$ cat src/rtl/hazard_unit.sv
// hazard_unit -- forwarding, load-use stall and branch flush control for a
// classic five-stage pipeline.
//
// Ports:
//   clk, reset          clock; asynchronous active-high reset
//   rs_addrD, rt_addrD  source registers of the Decode instruction
//   uses_rsD, uses_rtD  Decode instruction really reads rs / rt
//   write_reg_addrE     destination of the Execute instruction
//   reg_writeE          Execute instruction writes a register
//   mem_to_regE         Execute instruction is a load
//   branch_takenM       branch in Memory resolved taken
//   fw_alu1, fw_alu2    registered forwarding selects for the instruction in
//                       Execute (10 = alu_outM, 01 = write_resultW, 00 = RF)
//   stallF, stallD      hold PC / IF-ID register
//   flushD, flushE      bubble IF-ID / ID-EX register
//   stall_cycles        saturating count of load-use stall cycles
module hazard_unit #(
  parameter int unsigned CNT_W = 16
) (
  input  logic             clk,
  input  logic             reset,
  input  logic [4:0]       rs_addrD,
  input  logic [4:0]       rt_addrD,
  input  logic             uses_rsD,
  input  logic             uses_rtD,
  input  logic [4:0]       write_reg_addrE,
  input  logic             reg_writeE,
  input  logic             mem_to_regE,
  input  logic             branch_takenM,
  output logic [1:0]       fw_alu1,
  output logic [1:0]       fw_alu2,
  output logic             stallF,
  output logic             stallD,
  output logic             flushD,
  output logic             flushE,
  output logic [CNT_W-1:0] stall_cycles
);

  typedef enum logic [1:0] {
    FW_RF  = 2'b00,
    FW_WB  = 2'b01,
    FW_MEM = 2'b10
  } fw_sel_e;

  // Stage trackers packed as {addr[4:0], wr}.
  logic [5:0]       trkM_q, trkM_d;
  logic [5:0]       trkW_q, trkW_d;
  fw_sel_e          fw1_q, fw1_d;
  fw_sel_e          fw2_q, fw2_d;
  logic [CNT_W-1:0] stall_cycles_q, stall_cycles_d;

  logic [4:0] addrM;
  logic       wrM;
  logic       matchE_rs, matchE_rt, matchM_rs, matchM_rt;
  logic       load_use;

  assign addrM = trkM_q[5:1];
  assign wrM   = trkM_q[0];

  always_comb begin
    matchE_rs = uses_rsD & reg_writeE & (write_reg_addrE != '0) & (write_reg_addrE == rs_addrD);
    matchE_rt = uses_rtD & reg_writeE & (write_reg_addrE != '0) & (write_reg_addrE == rt_addrD);
    matchM_rs = uses_rsD & wrM & (addrM != '0) & (addrM == rs_addrD);
    matchM_rt = uses_rtD & wrM & (addrM != '0) & (addrM == rt_addrD);
    load_use  = mem_to_regE & (matchE_rs | matchE_rt);
  end

  // Pipeline control; a taken branch wins over a simultaneous load-use.
  always_comb begin
    stallF = 1'b0;
    stallD = 1'b0;
    flushD = 1'b0;
    flushE = 1'b0;
    if (!reset) begin
      if (branch_takenM) begin
        flushD = 1'b1;
        flushE = 1'b1;
      end else if (load_use) begin
        stallF = 1'b1;
        stallD = 1'b1;
        flushE = 1'b1;
      end
    end
  end

  // Next-state: trackers, forwarding selects, stall counter.
  // The W tracker is kept for observability only; the register file is
  // write-before-read so it never feeds a forwarding select.
  always_comb begin
    trkW_d         = trkM_q;
    trkM_d         = branch_takenM ? '0 : {write_reg_addrE, reg_writeE};
    fw1_d          = FW_RF;
    fw2_d          = FW_RF;
    stall_cycles_d = stall_cycles_q;

    if (!branch_takenM && !load_use) begin
      if (matchE_rs)      fw1_d = FW_MEM;
      else if (matchM_rs) fw1_d = FW_WB;
      if (matchE_rt)      fw2_d = FW_MEM;
      else if (matchM_rt) fw2_d = FW_WB;
    end

    if (load_use && !branch_takenM && (stall_cycles_q != '1))
      stall_cycles_d = stall_cycles_q + CNT_W'(1);
  end

  always_ff @(posedge clk or posedge reset) begin
    if (reset) begin
      trkM_q         <= '0;
      trkW_q         <= '0;
      fw1_q          <= FW_RF;
      fw2_q          <= FW_RF;
      stall_cycles_q <= '0;
    end else begin
      trkM_q         <= trkM_d;
      trkW_q         <= trkW_d;
      fw1_q          <= fw1_d;
      fw2_q          <= fw2_d;
      stall_cycles_q <= stall_cycles_d;
    end
  end

  // Trackers must read as empty whenever reset is held across an edge.
  a_reset_clears_trackers: assert property (@(posedge clk) reset |-> ((trkM_q == '0) && (trkW_q == '0)));

  assign fw_alu1      = fw1_q;
  assign fw_alu2      = fw2_q;
  assign stall_cycles = stall_cycles_q;

endmodule

$ cat config.mk
export PLATFORM = sky130hd
export DESIGN_NAME = hazard_unit
export DESIGN_NICKNAME = d
export VERILOG_FILES = /design/src/rtl/hazard_unit.sv
export SDC_FILE = /design/constraint.sdc
export NUM_CORES = 1
export LEC_CHECK = 0
export BUFFER_PORTS_ARGS = -buffer_cell sky130_fd_sc_hd__buf_2
export CAP_MARGIN = 20
export CORE_UTILIZATION = 30
export CTS_CLUSTER_SIZE = 20
export DETAILED_ROUTE_END_ITERATION = 12
export SLEW_MARGIN = 20
export SYNTH_ARGS = -nofsm -noshare
export SYNTH_HDL_FRONTEND = slang
export SYNTH_SLANG_ARGS = --single-unit
$ cat constraint.sdc
create_clock -name clk -period 3.2 [get_ports clk]
set_clock_uncertainty 0.15 [all_clocks]
set_input_delay 0.32 -clock clk [delete_from_list [all_inputs] [get_ports clk]]
set_output_delay 0.32 -clock clk [all_outputs]
set_load 0.005 [all_outputs]
Word level (Yosys, flattened, before mapping)
Cells that the tools add are included.

Register bits after elaboration: 26. Output and inout bits: 24. Word-level logic and storage cells: 45. Input port bits: 22.

Multiplexer cells: 14. Equal/unequal tests: 5. Bitwise gates (word level): 14. Reductions and logical operators: 7. Add/subtract/negate cells: 1.

Operators with widths (count): 5-bit == test (4); 16-bit by 1-bit adder with 16-bit output (second input constant) (1); 16-bit inequality test (second input constant) (1); 1-bit AND (13); 5-bit nonzero test (2); 1-bit two-way mux (9); 2-bit two-way mux (4); 6-bit two-way mux (1); 1-bit logical AND (3); 1-bit logical NOT (2); 1-bit bitwise OR (1).

Depth between registers and ports, before layout
Gate-level depths: netlist of the first run.

Word-level depth: 8. Gate-level depth with buffers: 7.

Worst setup path after synthesis of the first run
Ideal clock, no wire load.

Kind: register to register. Start: register stall_cycles_q[0] (netlist: stall_cycles[0]). End: register stall_cycles_q[1] (netlist: stall_cycles[1]). Path slack: 1210 ps. Library setup time: 125 ps. Arrival: 1715 ps. Required time: 2925 ps. Buffers on the path: 0. Cell stages (with the launch flop): 7. Period minus slack after synthesis: 1990 ps. Cells stage by stage: dfrtp_1 -> ha_1 -> and3_1 -> nand2_1 -> o41a_4 -> o211ai_4 -> mux2_4.

Longest elaborated chain between the ends: 2.

Ends and longest elaborated chain: from (decl) (RTL line 50) `logic [CNT_W-1:0] stall_cycles_q, stall_cycles_d;`; from (signal assigned) (RTL line 119) `stall_cycles_q <= stall_cycles_d;`; branches (longest 2 deep; another with 16-bit by 1-bit adder with 16-bit output).

Parallel ways; which one is timed is not known. A chain may end at the register's enable or synchronous reset.

Final worst setup path of the first run
Start: input write_reg_addrE[3]. End: output flushE.

Longest elaborated chain between the ends: 8.

Ends and longest elaborated chain: from (decl) (RTL line 26) `input logic [4:0] write_reg_addrE,`; 5-bit nonzero test (RTL line 61, 62); 1-bit AND (on tied branches) (2 in series) (RTL line 61, 62); 1-bit bitwise OR * (RTL line 65) `load_use = mem_to_regE & (matchE_rs | matchE_rt);`; 1-bit AND * (RTL line 65); 1-bit two-way mux * (RTL line 78) `end else if (load_use) begin`; 1-bit two-way mux * (RTL line 75) `if (branch_takenM) begin`; 1-bit two-way mux * (RTL line 74) `if (!reset) begin`; to (decl) (RTL line 35) `output logic flushE,`.

Mark *: on every way between the ends. The rest lies on a longest branch, timed or not.

==> metrics.md, run 1 <==
| Metric | Value |
|---|---|
| Count leader, synth | dfrtp_1 |
| Core area | 4750 µm² |
| GPL Wtd Cong | 0.797 |
| Largest family of logic cells by synthesized area | simple AND/OR/NAND/NOR gates |
| Total GRT Usage | between 10% and 20% |
| Vias per inst | 4.65 |
| Main synth FF type | dfrtp_1 |
| Mapped Area | 1490 µm² |
| Clk sinks | 26 |
| 1st-iter DRT viols | 67 |
| DRT Wirelength | 3180 µm |
| Drt pass-1 iters | 4 |
| DR vias | 1176 |
| CTS tree | done |
| Synth top area share | between 40% and 50% |
| Max VDD drop | 0.000219 V |
| Input/output buffers | 45 |
| Post-DP HPWL | 2550 µm |
| Setup tns final | 0 ns |
| Unrepaired setup endpoints after global routing | no |
| Most common library cells after synthesis | dfrtp_1 (26), xor2_1 (23), xnor2_1 (10), and3_1 (8), nor2b_1 (8) |
| Vias in the first global route | 1167 |
| First-pass GRT wire length | 5290 µm |
| FMAX | approximately 420 MHz |
| GR Overflow Total | 0 |
| Initial antenna violation count | 0 |
| Leakage dissipation | 0.946 nW |
| EDFF count, synth | 0 |
| Final setup viols | 0 |
| I/O pin count | 46 |
| Synth Area in Compound Gates | a little over 10% |
| Largest net degree at the start of global routing | 27 |
| Max Cap Viol | 0 |
| Num CTS Buffers | 3 |
| Total power | between 600 and 700 µW |
| Status | finished, violations left |
| Xor-xnor portion of the synthesized cell area | 19.5% |
| Reg clk slew, reported paths | 0.10 ns |
| Area grow syn2layout | 24.3% |
| Synth Area in Simple Gates | 22.8% |
| CP Launch Type | input pin |
| Main area contributors after synthesis | dfrtp_1 (44%), xor2_1 (14%), xnor2_1 (5.9%) |
| Worst-path fanout max | 11 |
| Crit path kind | in -> out |
| Nets | 210 |
| Least-Margin Pin Slew | 0.541 ns |
| Multiplexer area fraction after synthesis | 1.01% |
| Biggest area consumer among synthesized cells | dfrtp_1 |
| Hold Path Class | in -> async |
| Post-Syn Instances | between 100 and 150 |
| Ant. Diodes | 0 |
| Slew margin rel. | 63.9% |
| Yosys cell types | 34 |
| Hold buffer count at cts | 0 |
| Yosys reg bits | 26 |
| FP Rows | 25 |
| Fin. max-slew vios | 0 |
| CP Capture Type | output pin |
| Die area | 5240 µm² |
| Post-Synth Adder-Cell Area | 0.842% |
| Final std cells w/o fill | around 250 |
| Arrival @ worst endpoint | 1.89 ns |
| Layout cell share with drive strength beyond 1 | 32.3% |
| Min Tclk post-route | 2.36 ns |
| Power Density | 378 nW/µm² |
| Syn nets | ~160 |
| Fillcell total | 489 |
| Failing checks | hold timing |
| WP data required | between 2 and 3 ns |
| Die Y | 72.4 µm |
| Setup repair bufs after CTS | 0 |
| CTS Buffer Depth | 2 |
| Final antenna-violating net count | 0 |
| H-Tree Level Count | 1 |
| Sequential area share after synthesis | 43.8% |
| Synth warn | 0 |
| Die Wd | 72.4 µm |
| Hold WS | -0.0279 ns |
| Later-pin clock latency in the skew report | 0.27 ns |
| Final worst-path cycle share | 73.8% |
| Initial Utilization | 31.2% |
| Root Driver | clkbuf_8 |
| Hold Violations, Final | 26 |
| Asr flop ratio synth | 100% |
| Placed cell count | 249 |
| # DRC | 0 |
| Drt wl/cell | 12.6 µm |
| Syn Area/Cell | roughly 11 µm² |
| Post-CTS Resized | 0 |
cell families (layout without fill, tap and decap cells):
kind of cell,after synthesis,count (layout)
buffers and inverters,5,51
and+or+nand+nor,59,59
xor gates and xnor gates,33,33
AOI/OAI and AO/OA,15,15
muxes,1,1
adders and majority gates,1,1
DFF,26,26
metrics by stage:
step	area [µm²]	hold slack (ns)	util, %	setup slack [ns]
CTS	1850	0.168	38.8	0.816
global route	1850	0.0280	38.8	0.700
finish	1850	-0.0279	38.8	0.838
floorplan	1490	0.210	-	1.21
detailed placement	1780	0.344	37.3	0.829
global placement	1780	0.332	37.3	0.848
routing by layer:
metal,wire [µm],GRT usage (%),share of wire [%]
met3,161,3.47,5.1
met1,1550,17.1,49
met4,17,1.74,0.54
met5,0,0,0
met2,1450,21.8,46
flip-flops by register name (all words and copies together) (netlist names):
register	cells
fw_alu1	2
stall_cycles	16
fw_alu2	2
trkM_q	6
worst paths after layout:
path	startpoint	to	cells past startpoint	slack, ns
worst min-delay path	reset	fw_alu2[1]	2	-0.03
worst max register to register	stall_cycles[0]	stall_cycles[1]	6	1.07
min in group clk	uses_rsD	fw_alu1[0]	3	0.17
worst max-delay path	write_reg_addrE[3]	flushE	8	0.84
worst min register to register	stall_cycles[15]	stall_cycles[15]	1	0.35
max in group asynchronous	reset	stall_cycles[0]	2	2.56
power by group:
part           switching, mW  internal [mW]  total [mW]
registers            0.00863          0.336       0.345
logic                 0.0424         0.0374      0.0798
clock network          0.106          0.167       0.273
cell usage in the layout (no fill, tap or decap), drive strengths merged:
cell type   n
clkbuf      3
and2        3
and4        1
xnor2      10
o21ai       1
nor3b       1
o211ai      2
nand4       5
buf        45
dfrtp      26
a21boi      1
nand2       7
nor3        4
nor2        7
nand4b      1
or4         2
o21a        4
xor2       23
a21oi       2
and3       10
o41a        1
nor4        4
ha          1
a2111oi     2
nand3       6
mux2        1
a31oi       2
bufinv      1
inv         2
nor2b       8
critical path: stages:
cell     delay, ns
buf_2         0.13
xor2_1        0.16
nor4_1        0.30
and3_2        0.30
o21a_1        0.34
a21oi_1       0.11
nor2_1        0.11
buf_2         0.12
cell type report:
class	instances	area (µm²)	share of cell area, %
multi-input combinational	109	808	43.8
timing repair buffer	45	225	12.2
clock buffer	3	41.3	2.24
clock inverter	1	30.0	1.63
inverter	2	7.51	0.407
tap	67	83.8	4.54
sequential	26	651	35.2
Power figures use the tool's default switching activity.
==> run 2, diff against run 1 <==
--- a/config.mk
+++ b/config.mk
@@ -5,6 +5,7 @@
 export SDC_FILE = /design/constraint.sdc
 export NUM_CORES = 1
 export LEC_CHECK = 0
+export ABC_AREA = 1
 export BUFFER_PORTS_ARGS = -buffer_cell sky130_fd_sc_hd__buf_2
 export CAP_MARGIN = 20
 export CORE_UTILIZATION = 30
==> constraint.sdc (replaced) <==
create_clock -name clk -period 2.22 [get_ports clk]
set_clock_uncertainty 0.15 [all_clocks]
set_input_delay 0.222 -clock clk [delete_from_list [all_inputs] [get_ports clk]]
set_output_delay 0.222 -clock clk [all_outputs]
set_load 0.005 [all_outputs]
==> run 2 against run 1 <==
Total power increased by 45%; first-iteration DRC count decreased by 12%; synthesized cell count increased by 77%; register-to-register slack got worse by 0.75 ns; hold slack improved by 0.053 ns; largest power group unchanged; sequential share of layout area decreased by 4.1 points; core utilization decreased by 0.83 points; sequential cell count unchanged; die area increased by 15%; count of clock-buffer cells in the layout unchanged; non-clock buffer count increased by 2; the flow now finishes without violations; global-route usage increased by 1.9 points.
==> metrics.md, run 2 <==
| Metric | Value |
|---|---|
| Status | completed |
| Worst-path fanout max | 12 |
| Max VDD drop | between 0.0002 and 0.0003 V |
| Post-CTS Resized | 0 |
| Nets | between 300 and 400 |
| Total GRT Usage | approximately 15% |
| Asr flop ratio synth | 100% |
| Main synth FF type | dfrtp_1 |
| FMAX | 526 MHz |
| Post-Syn Instances | 248 |
| Synth warn | 0 |
| Hold buffer count at cts | 1 |
| Syn Area/Cell | 6.93 µm² |
| Reg clk slew, reported paths | about 0.090 ns |
| WP data required | 2.29 ns |
| Count leader, synth | nand2_1 |
| Final std cells w/o fill | 367 |
| Most common library cells after synthesis | nand2_1 (94), nor2_1 (27), dfrtp_1 (26), inv_1 (23) |
| Vias per inst | approximately 4.4 |
| Biggest area consumer among synthesized cells | dfrtp_1 |
| Int Power | around 770 µW |
| Num CTS Buffers | 3 |
| DRT Wirelength | 3940 µm |
| H-Tree Level Count | 1 |
| Root Driver | clkbuf_8 |
| Sequential area share after synthesis | 37.8% |
| Least-Margin Pin Slew | between 0.3 and 0.4 ns |
| Core area | around 5500 µm² |
| Sw frac | 23.6% |
| Hold Violations, Final | 0 |
| Yosys reg bits | 26 |
| Die Wd | 77.7 µm |
| Leakage dissipation | approximately 1.1 nW |
| Initial antenna violation count | 0 |
| Commonest non-fill, non-tap cell in the layout | nand2_1 |
| CP Capture Type | flop |
| Most frequent cells in the layout | nand2_1 (94), buf_2 (45), nor2_1 (27) |
| Crit path kind | reg -> reg |
| Hold Path Class | in -> reg |
| Psw | 238 µW |
| Final worst-path cycle share | 85.6% |
| Synth top area share | between 30% and 40% |
| Final setup viols | 0 |
| Post-DP HPWL | ~3100 µm |
| DR vias | 1625 |
| CTS tree | done |
| Largest net degree at the start of global routing | 27 |
| Gate power share | 12.4% |
| Syn nets | roughly 270 |
| Die area | between 6000 and 7000 µm² |
| Drt wl/cell | 10.7 µm |
| Placed cell count | 362 |
| Setup tns final | 0 ns |
| Max Cap Viol | 0 |
| Unrepaired setup endpoints after global routing | no |
| FP Rows | 27 |
| CP Launch Type | flop |
| Seq pwr share | 49.0% |
| Fin. max-slew vios | 0 |
| Input/output buffers | 45 |
| Power Density | 483 nW/µm² |
| Area grow syn2layout | 21.8% |
| Min Tclk post-route | 1.90 ns |
| Setup repair bufs after CTS | 0 |
| Slew margin rel. | 75.8% |
| Arrival @ worst endpoint | 1.97 ns |
| Vias in the first global route | 1564 |
| Drt pass-1 iters | 4 |
| GR Overflow Total | 0 |
| Mapped Area | about 1700 µm² |
| First-pass GRT wire length | ~7000 µm |
| # DRC | 0 |
| Later-pin clock latency in the skew report | 0.27 ns |
| Final antenna-violating net count | 0 |
| GPL Wtd Cong | a little over 0.8 |
| Die Y | between 70 and 80 µm |
| Clock power share | between 30% and 40% |
| Max reg flops | 16 |
| CTS Buffer Depth | 2 |
| EDFF count, synth | 0 |
| Layout cell share with drive strength beyond 1 | roughly a quarter |
| I/O pin count | 46 |
| Main area contributors after synthesis | dfrtp_1 (38%), nand2_1 (21%), nor2_1 (5.9%) |
| Yosys cell types | 28 |
| Ant. Diodes | 0 |
| 1st-iter DRT viols | 59 |
| Initial Utilization | 31.2% |
| Clk sinks | 26 |
[run 2: cells by family after synthesis]
group	after synthesis	share of synthesized area (%)
adders and majority gates	1	0.728
and+or+nand+nor	161	41.8
AOI/OAI and AO/OA	11	4.00
DFF	26	37.8
buffers and inverters	35	8.51
xor gates and xnor gates	14	7.13
[run 2: final timing paths]
check / start / end / slack (ns) / cells after the start
worst max-delay path: stall_cycles[0] / stall_cycles[3] / 0.32 / 7
worst min-delay path: reg_writeE / trkM_q[0] / 0.03 / 3
worst max register to register: stall_cycles[0] / stall_cycles[3] / 0.32 / 7
worst min register to register: stall_cycles[1] / stall_cycles[1] / 0.39 / 2
max in group asynchronous: reset / trkM_q[0] / 1.24 / 4
min in group asynchronous: reset / stall_cycles[6] / 0.43 / 4
[run 2: area by class of cell]
type / instances / area (µm²)
Fill cell: 602 / 3410
Sequential cell: 26 / 651
Clock inverter: 1 / 30.0
Clock buffer: 3 / 41.3
Timing Repair Buffer: 47 / 243
Tap cell: 72 / 90.1
Multi-Input combinational cell: 187 / 922
Inverter: 31 / 116
[run 2: layer usage]
| layer | vias to the layer above | wire length, µm | track usage, % |
|---|---|---|---|
| met1 | 722 | 1980 | 20.2 |
| met5 | - | 0 | 0 |
| met3 | 4 | 105 | 1.53 |
| met4 | 0 | 76 | 6.23 |
| li1 | 875 | - | - |
| met2 | 24 | 1780 | 24.1 |
[run 2: metrics by stage]
stage                     setup WS [ns]  utilization [%]  hold slack [ns]  power, mW  cell area, µm²
final                             0.320             38.0           0.0252       1.01            2090
after global routing              0.127             38.0           0.0397       1.06            2090
after CTS                         0.304             38.0           0.0152       1.03            2090
after detailed placement          0.329             36.5            0.185      0.631            2010
after global placement            0.411             36.5            0.178      0.629            2010
after floorplan                   0.477                -            0.112      0.576            1720
[run 2: power groups by stage]
stage	registers [mW]	logic [mW]	clock network (mW)
global placement	0.504	0.125	0
global route	0.498	0.147	0.418
floorplan	0.503	0.0724	0
detailed placement	0.505	0.126	0
finish	0.496	0.125	0.390
CTS	0.496	0.128	0.406
[run 2: critical path: stages (launching register included)]
cell and delay (ns):
dfrtp_1 0.46, ha_1 0.22, nand3_1 0.16, nor2_2 0.23, nand4_1 0.16, nand4_2 0.28
nand2_1 0.10, nand2_1 0.07
==> run 3, diff against run 2 <==
--- a/config.mk
+++ b/config.mk
@@ -5,12 +5,14 @@
 export SDC_FILE = /design/constraint.sdc
 export NUM_CORES = 1
 export LEC_CHECK = 0
-export ABC_AREA = 1
 export BUFFER_PORTS_ARGS = -buffer_cell sky130_fd_sc_hd__buf_2
 export CAP_MARGIN = 20
+export CELL_PAD_IN_SITES_DETAIL_PLACEMENT = 0
+export CELL_PAD_IN_SITES_GLOBAL_PLACEMENT = 2
 export CORE_UTILIZATION = 30
 export CTS_CLUSTER_SIZE = 20
 export DETAILED_ROUTE_END_ITERATION = 12
+export PLACE_DENSITY_LB_ADDON = 0.1
 export SLEW_MARGIN = 20
 export SYNTH_ARGS = -nofsm -noshare
 export SYNTH_HDL_FRONTEND = slang
==> run 3 against run 2 <==
First-iteration DRC count decreased by 12%; fmax decreased by 10%; total power decreased by 12%; sequential cell count unchanged; final cell count decreased by 30%; critical path depth decreased by 1; global-route usage increased by 0.35 points; die area decreased by 13%; largest cell class unchanged; highest routed layer unchanged.
==> metrics.md, run 3 (same netlist as run 1, synthesis figures left out) <==
| Metric | Value |
|---|---|
| Status | completed |
| Final setup margin | ~0.1 ns |
| Unrepaired setup endpoints after global routing | no |
| Most frequent cells in the layout | buf_2 (45), dfrtp_1 (26), xor2_1 (23) |
| Arrival @ worst endpoint | 2.13 ns |
| Multi-input logic area | roughly 810 µm² |
| Commonest non-fill, non-tap cell in the layout | buf_2 |
| H-Tree Level Count | 1 |
| Worst-path fanout max | 6 |
| Dpl ws | 0.0843 ns |
| Final setup viols | 0 |
| Largest net degree at the start of global routing | 27 |
| WP data required | 2.23 ns |
| Nets | 215 |
| Min Tclk post-route | 2.12 ns |
| Crit path kind | reg -> reg |
| Die Wd | 72.4 µm |
| Met3 Routed Length | around 160 µm |
| # DRC | 0 |
| Max Cap Viol | 0 |
| I/O pin count | 46 |
| Initial Utilization | a little under a third |
| Final worst-path cycle share | 95.4% |
| Core area | 4750 µm² |
| DRT Wirelength | 3570 µm |
| Slew margin rel. | around two thirds |
| Hold WS | 0.0569 ns |
| Max VDD drop | 0.000177 V |
| End-of-flow core utilization | 39.4% |
| Max reg flops | 16 |
| Hold Violations, Final | 0 |
| Die area | 5240 µm² |
| Input/output buffers | 45 |
| Num CTS Buffers | 3 |
| Reg clk slew, reported paths | 0.09 ns |
| Fin. max-slew vios | 0 |
| Layout cell share with drive strength beyond 1 | 33.2% |
| Register area | 651 µm² |
| Met2 WL post-DR | 1620 µm |
| Drt wl/cell | between 10 and 15 µm |
| Vias in the first global route | 1170 |
| GPL Wtd Cong | 0.858 |
| Final antenna-violating net count | 0 |
| CP Launch Type | flop |
| Leakage dissipation | 0.957 nW |
| Clk sinks | 26 |
| Root Driver | clkbuf_8 |
| FMAX | 472 MHz |
| Area grow syn2layout | 26.0% |
| Die Y | around 72 µm |
| GR Overflow Total | 0 |
| CTS tree | done |
| CTS Buffer Depth | 2 |
| Power Density | 478 nW/µm² |
| Initial antenna violation count | 0 |
| Later-pin clock latency in the skew report | 0.27 ns |
| Total GRT Usage | 15.2% |
| Max Used Layer | met4 |
| CP Capture Type | flop |
| Drt pass-1 iters | 4 |
| Setup tns final | 0 ns |
| Least-Margin Pin Slew | about 0.48 ns |
| Post-DP HPWL | 2770 µm |
| Ant. Diodes | 0 |
| DR vias | 1218 |
| Fillcell total | 521 |
| 1st-iter DRT viols | between 50 and 60 |
| Hold Path Class | in -> reg |
| DRT met1 WL | 1770 µm |
| First-pass GRT wire length | 6000 µm |
| FP Rows | 25 |
| Vias per inst | around 4.7 |
[run 3: path summary, 6_finish.rpt]
check                                       from               end  slack [ns]  depth (start not counted)
worst max-delay path             stall_cycles[1]   stall_cycles[1]        0.10                          6
worst min-delay path                    uses_rsD        fw_alu1[0]        0.06                          3
worst max register to register   stall_cycles[1]   stall_cycles[1]        0.10                          6
worst min register to register  stall_cycles[15]  stall_cycles[15]        0.34                          1
max in group asynchronous                  reset         trkM_q[5]        1.24                          4
min in group asynchronous                  reset  stall_cycles[12]        0.43                          4
[run 3: critical path: stages (launching register included)]
cell      delay [ns]
dfrtp_1         0.40
ha_2            0.21
and3_1          0.20
nand2_1         0.07
o41a_4          0.49
o211ai_4        0.16
mux2_4          0.33
[run 3: area by class of cell]
class | instances | area share (%)
Timing Repair Buffer | 50 | 14.8
Tap cell | 67 | 4.48
Inverter | 2 | 0.401
Sequential cell | 26 | 34.8
Multi-Input combinational cell | 109 | 43.3
Clock buffer | 3 | 2.21
[run 3: repair_timing]
action,4_1_cts,5_1_grt
endpoints found under the hold margin,26,0
gates resized for setup,0,1
buffers inserted,0,2
hold buffers,1,0
endpoints found under the setup margin,0,1
[run 3: layer usage]
layer / GRT usage [%] / vias up
met2: 22.1 / 35
met1: 22.7 / 583
met5: 0 / -
li1: - / 598
met3: 2.64 / 2
met4: 5.23 / 0
[run 3: through the flow]
| step | cell area [µm²] | total power, mW | cells |
|---|---|---|---|
| 6_report | 1870 | 0.895 | 257 |
| 3_3_place_gp | 1800 | 0.628 | 251 |
| 5_1_grt | 1870 | 0.946 | 257 |
| 2_1_floorplan | 1490 | 0.569 | 140 |
| 3_5_place_dp | 1800 | 0.629 | 251 |
| 4_1_cts | 1850 | 0.912 | 255 |
[run 3: where the power goes]
group | leakage [nW] | internal, mW | total [mW] | switching [mW]
registers | 0.356 | 0.485 | 0.495 | 0.0107
logic | 0.579 | 0.0638 | 0.130 | 0.0666
clock network | 0.0216 | 0.122 | 0.269 | 0.147
total | 0.957 | 0.670 | 0.895 | 0.224
